## config.mk

```make
export PLATFORM = sky130hd
export DESIGN_NAME = edge_window
export DESIGN_NICKNAME = d
export VERILOG_FILES = /design/src/rtl/edge_window.sv
export SDC_FILE = /design/constraint.sdc
export NUM_CORES = 1
export LEC_CHECK = 0
export CAP_MARGIN = 10
export CORE_MARGIN = 2
export CORE_UTILIZATION = 58
export DETAILED_ROUTE_END_ITERATION = 16
export PLACE_DENSITY = 0.8
export SLEW_MARGIN = 20
export SYNTH_ARGS = -nofsm -noshare
export SYNTH_HDL_FRONTEND = slang
export SYNTH_SLANG_ARGS = --single-unit
```

## constraint.sdc

```tcl
create_clock -name clock -period 2.6 [get_ports clock]
set_clock_uncertainty 0.05 [all_clocks]
set_input_delay 0.26 -clock clock [delete_from_list [all_inputs] [get_ports clock]]
set_output_delay 0.26 -clock clock [all_outputs]
set_load 0.1 [all_outputs]
```

## src/rtl/edge_window.sv

```systemverilog
// Gates a downstream edge logger for a fixed window of oscillator edges once lock has settled.
// Outputs are registered: one edge from a decision to its effect; lock adds two edges of synchronizer delay.
module edge_window #(
  parameter int WIDTH         = 32,
  parameter int SKIP_EDGES    = 1024,
  parameter int CAPTURE_EDGES = 4096
) (
  input  logic             clock,
  input  logic             reset_n,
  input  logic             start,
  input  logic             lock,
  input  logic             abort,
  output logic             enable,
  output logic             done,
  output logic             busy,
  output logic             lock_err,
  output logic [WIDTH-1:0] count
);

  typedef enum logic [2:0] {IDLE, WAIT_LOCK, SKIP, CAPTURE, DONE} state_t;

  localparam logic [WIDTH-1:0] SKIP_LAST = WIDTH'((SKIP_EDGES > 0) ? SKIP_EDGES - 1 : 0);
  localparam logic [WIDTH-1:0] CAP_LAST  = WIDTH'(CAPTURE_EDGES - 1);

  state_t           state;
  logic [WIDTH-1:0] skip_cnt;
  logic             lock_m;
  logic             lock_s;

  always_ff @(posedge clock or negedge reset_n) begin
    if (!reset_n) begin
      lock_m <= 1'b0;
      lock_s <= 1'b0;
    end else begin
      lock_m <= lock;
      lock_s <= lock_m;
    end
  end

  // enable/busy/done are set alongside each transition so they stay glitch-free flops.
  always_ff @(posedge clock or negedge reset_n) begin
    if (!reset_n) begin
      state    <= IDLE;
      enable   <= 1'b0;
      done     <= 1'b0;
      busy     <= 1'b0;
      lock_err <= 1'b0;
      count    <= '0;
      skip_cnt <= '0;
    end else if (abort) begin
      state  <= IDLE;
      enable <= 1'b0;
      done   <= 1'b0;
      busy   <= 1'b0;
    end else begin
      case (state)
        IDLE, DONE: begin
          if (start) begin
            state    <= WAIT_LOCK;
            busy     <= 1'b1;
            done     <= 1'b0;
            count    <= '0;
            lock_err <= 1'b0;
            skip_cnt <= '0;
          end
        end
        WAIT_LOCK: begin
          if (lock_s) begin
            skip_cnt <= '0;
            if (SKIP_EDGES == 0) begin
              state  <= CAPTURE;
              enable <= 1'b1;
            end else begin
              state <= SKIP;
            end
          end
        end
        SKIP: begin
          if (!lock_s) begin
            state    <= WAIT_LOCK;
            skip_cnt <= '0;
          end else if (skip_cnt == SKIP_LAST) begin
            state  <= CAPTURE;
            enable <= 1'b1;
          end else begin
            skip_cnt <= skip_cnt + 1'b1;
          end
        end
        CAPTURE: begin
          if (!lock_s) begin
            // Lock lost: close the window early and keep the partial count.
            state    <= DONE;
            enable   <= 1'b0;
            busy     <= 1'b0;
            done     <= 1'b1;
            lock_err <= 1'b1;
          end else begin
            if (count != '1) begin
              count <= count + 1'b1;
            end
            if (count == CAP_LAST) begin
              state  <= DONE;
              enable <= 1'b0;
              busy   <= 1'b0;
              done   <= 1'b1;
            end
          end
        end
        default: begin
          state  <= IDLE;
          enable <= 1'b0;
          busy   <= 1'b0;
          done   <= 1'b0;
        end
      endcase
    end
  end

endmodule
```

==> results_tabular.tex <==
\begin{tabular}{lr}
\hline
Metric & Value \\
\hline
\multicolumn{2}{l}{\textbf{Finish}} \\
Fraction of final layout cells sized beyond drive strength 1 & 0.212 \\
Area growth from synthesis to final layout & 16.8\% \\
Fillcell total & 594 \\
Nets & 564 \\
Diode insertion count for antenna repair & 0 \\
\multicolumn{2}{l}{\textbf{CTS}} \\
Sinks on Clock Net & 73 \\
Clock network latency to the later pin of the worst-skew pair & 0.35 ns \\
CTS resizes & 0 \\
Number of levels the H-tree was split into & 3 \\
Number of buffers added for setup after CTS & 0 \\
Root Buffer Master & sky130\_fd\_sc\_hd\_\_clkbuf\_8 \\
CTS Hold Buffers Added & 0 \\
Longest Clk Path Bufs & 2 \\
Clock tree from TritonCTS & done \\
Clock transition at path regs & 0.08 ns \\
Total clock buffers created by CTS & 9 \\
\multicolumn{2}{l}{\textbf{Floorplanning}} \\
Starting utilization of the core area & 0.605 \\
Die area & 8320 um\^{}2 \\
Count of boundary I/O pins & 41 \\
Cell row count & 31 \\
Core region area & 7290 um\^{}2 \\
Die outline height & 91.2 um \\
Horizontal die dimension & 91.2 um \\
\multicolumn{2}{l}{\textbf{Synth}} \\
Post-Synthesis Mean Instance Area & 8.58 um\^{}2 \\
Commonest cells in the synthesized netlist & 73 x sky130\_fd\_sc\_hd\_\_dfrtp\_1, 53 x sky130\_fd\_sc\_hd\_\_nand2\_1, 45 x sky130\_fd\_sc\_hd\_\_nand3\_1 \\
Most common cell in the synthesized netlist & sky130\_fd\_sc\_hd\_\_dfrtp\_1 \\
Predominant post-synthesis flop cell & sky130\_fd\_sc\_hd\_\_dfrtp\_1 \\
Area fraction of the dominant cell type after synthesis & 0.414 \\
Number of synthesized flops with an enable pin & 0 \\
Count of distinct cell types in the synthesized netlist & 55 \\
Net count of the mapped netlist & 521 \\
Gate count of the mapped netlist & 514 \\
Seq cells post-synth & 73 \\
Yosys warns & 0 \\
Area of the mapped netlist & 4410 um\^{}2 \\
Share of async-settable or async-resettable flops after synthesis & 1.00 \\
Part of the Yosys area used for sequential elements & 0.414 \\
Synth area leader & sky130\_fd\_sc\_hd\_\_dfrtp\_1 \\
Cell types with the largest area share after synthesis & sky130\_fd\_sc\_hd\_\_dfrtp\_1 41\%, sky130\_fd\_sc\_hd\_\_nand3\_1 5.1\%, sky130\_fd\_sc\_hd\_\_nand4\_1 4.7\% \\
\multicolumn{2}{l}{\textbf{Drt}} \\
Routed via count & 4418 \\
Routed met1 length & 5360 um \\
Via/cell ratio & 6.69 \\
Violation count after the first detailed-route iteration & 389 \\
Final routed wirelength across all metal layers & 11800 um \\
Number of search-and-repair iterations in the first detailed-routing pass & 5 \\
DRC errors left & 0 \\
ANT nets after route & 0 \\
WL per Instance & 17.9 um \\
Met3 layer wire length in the routed design & 952 um \\
Uppermost layer routed & met4 \\
Routed met2 length & 5340 um \\
\multicolumn{2}{l}{\textbf{Setup path}} \\
Kind of start point of the critical path & flop \\
Required time worst endpoint & 2.78 ns \\
Crit Path Category & reg -> reg \\
Worst Path Max Fanout & 21 \\
Arrival time reported for the critical path endpoint & 2.66 ns \\
Slack of the worst reg-to-reg path & 0.12 ns \\
Setup crit end kind & flop \\
\multicolumn{2}{l}{\textbf{Timing}} \\
Tightest hold margin & -0.0242 ns \\
Ratio of final minimum period to clock period & 0.954 \\
Unrepaired setup endpoints after global routing & no \\
Min Tclk post-route & 2.48 ns \\
Slew of the pin with the lowest slew margin & 0.924 ns \\
Final setup margin & 0.120 ns \\
Total negative setup slack & 0 ns \\
Count of final hold-check violations & 17 \\
Endpoints failing setup & 0 \\
Max-slew headroom & 0.384 \\
Final count of pins violating max slew & 0 \\
Maximum operating frequency & 403 MHz \\
\multicolumn{2}{l}{\textbf{Run status}} \\
Failing checks & negative hold slack \\
Outcome & complete, but fails checks \\
\multicolumn{2}{l}{\textbf{Global routing}} \\
Total congestion overflow after global routing & 0 \\
Global-route wire length before repair & 20000 um \\
Number of global-route vias before repair & 4052 \\
Tot GR Track Use & 0.296 \\
Largest net degree at the start of global routing & 74 \\
Number of antenna violations at the first check in global routing & 0 \\
\multicolumn{2}{l}{\textbf{Placement}} \\
Global placement routability congestion & 0.888 \\
Pre-CTS setup slack & 0.00594 ns \\
Number of buffers inserted by port buffering & 40 \\
Detailed placer's ending HPWL & 8220 um \\
\multicolumn{2}{l}{\textbf{Pwr}} \\
Power Density & 454 nW/um\^{}2 \\
Largest vdd supply drop & 0.000438 V \\
LEAKAGE & 2.09 nW \\
\multicolumn{2}{l}{\textbf{Flow run}} \\
MaxCap Viol Count & 0 \\
\multicolumn{2}{l}{\textbf{Min path}} \\
Worst min-delay path class & in -> async \\
\hline
\end{tabular}
-- power breakdown --
| part | switching, mW | internal, mW | total [mW] |
|---|---|---|---|
| clock | 0.429 | 0.433 | 0.861 |
| combinational | 0.223 | 0.0812 | 0.304 |
| sequential | 0.0224 | 1.15 | 1.17 |
-- per-layer routing --
metal	vias to the layer above	global-route usage
met5	-	0
met4	0	0.107
met3	16	0.0506
met2	207	0.425
met1	2143	0.449
li1	2052	-
-- flip-flops by register name, indices dropped and copies added, names as in the netlist --
register	cells
enable	1
busy	1
lock_s	1
skip_cnt	32
lock_m	1
count	32
state	3
done	1
lock_err	1
-- worst paths after layout --
check,from,end,depth (start not counted)
hold reg to reg,lock_m,lock_s,0
max in group asynchronous,reset_n,count[17],1
hold / removal,reset_n,count[15],1
setup reg to reg,count[0],count[6],6
setup / recovery,count[0],count[6],6
min in group clock,lock,lock_m,1
-- worst max-delay path, cell delays in order, from the launching register on --
cell and delay [ns]:
sky130_fd_sc_hd__dfrtp_4 0.44, sky130_fd_sc_hd__ha_1 0.19, sky130_fd_sc_hd__nand3_1 0.11, sky130_fd_sc_hd__or4_1 0.67, sky130_fd_sc_hd__or2_2 0.54, sky130_fd_sc_hd__nand2_1 0.24, sky130_fd_sc_hd__o211ai_1 0.12
-- cells in the final DEF, fill, tap and decap left out, types with 3 or more instances in the layout --
cell type,instances
sky130_fd_sc_hd__buf_4,65
sky130_fd_sc_hd__nand2_1,53
sky130_fd_sc_hd__dfrtp_1,47
sky130_fd_sc_hd__nand3_1,45
sky130_fd_sc_hd__nand4_1,33
sky130_fd_sc_hd__nor2_1,26
sky130_fd_sc_hd__nor4_1,23
sky130_fd_sc_hd__a21oi_1,20
sky130_fd_sc_hd__dfrtp_2,20
sky130_fd_sc_hd__nor3_1,19
sky130_fd_sc_hd__o21ai_0,19
sky130_fd_sc_hd__or4_1,17
sky130_fd_sc_hd__or3_1,14
sky130_fd_sc_hd__o211ai_1,13
sky130_fd_sc_hd__a31oi_1,12
sky130_fd_sc_hd__o31ai_1,11
sky130_fd_sc_hd__xnor2_1,9
sky130_fd_sc_hd__clkbuf_8,9
sky130_fd_sc_hd__inv_1,8
sky130_fd_sc_hd__and4_1,8
sky130_fd_sc_hd__mux2i_1,8
sky130_fd_sc_hd__nand2b_1,7
sky130_fd_sc_hd__dfrtp_4,6
sky130_fd_sc_hd__o21a_1,5
sky130_fd_sc_hd__a21o_1,5
sky130_fd_sc_hd__nand3b_1,4
sky130_fd_sc_hd__and3_1,4
sky130_fd_sc_hd__a211oi_1,4
sky130_fd_sc_hd__o21ai_1,3
sky130_fd_sc_hd__clkinv_2,3
sky130_fd_sc_hd__clkdlybuf4s50_1,3
-- through the flow --
stage | power [mW] | hold slack (ns) | instances | utilization | instance area, um^2
detailed placement | 1.50 | 0.293 | 645 | 0.680 | 4960
floorplan | 1.39 | -0.0856 | 514 | - | 4460
global placement | 1.49 | 0.290 | 645 | 0.680 | 4960
CTS | 2.35 | 0.0281 | 660 | 0.706 | 5140
finish | 2.34 | -0.0242 | 660 | 0.706 | 5150
global route | 2.44 | 0.0659 | 660 | 0.706 | 5150
-- area by class of cell --
class	count	area, um^2	share of cell area
multi-input combinational	396	2400	0.466
sequential	73	1870	0.364
timing repair buffer	69	538	0.104
clock buffer	9	124	0.0240
tap	99	124	0.0240
clock inverter	6	60.1	0.0117
inverter	8	30.0	0.00583
-- cell families (layout without fill, tap and decap cells) --
logic type               count (synthesis)  count (layout)  synth area share
AND/OR/NAND/NOR                        268             268             0.337
AO/OA/AOI/OAI                          107             107             0.159
flip-flops                              73              73             0.414
buffers and inverters                   45              92            0.0442
XOR/XNOR                                11              11            0.0218
multiplexers                             8               8            0.0182
adder cells (fa/ha/maj)                  2               2           0.00567
No activity file was read; power rests on OpenSTA's default activity.
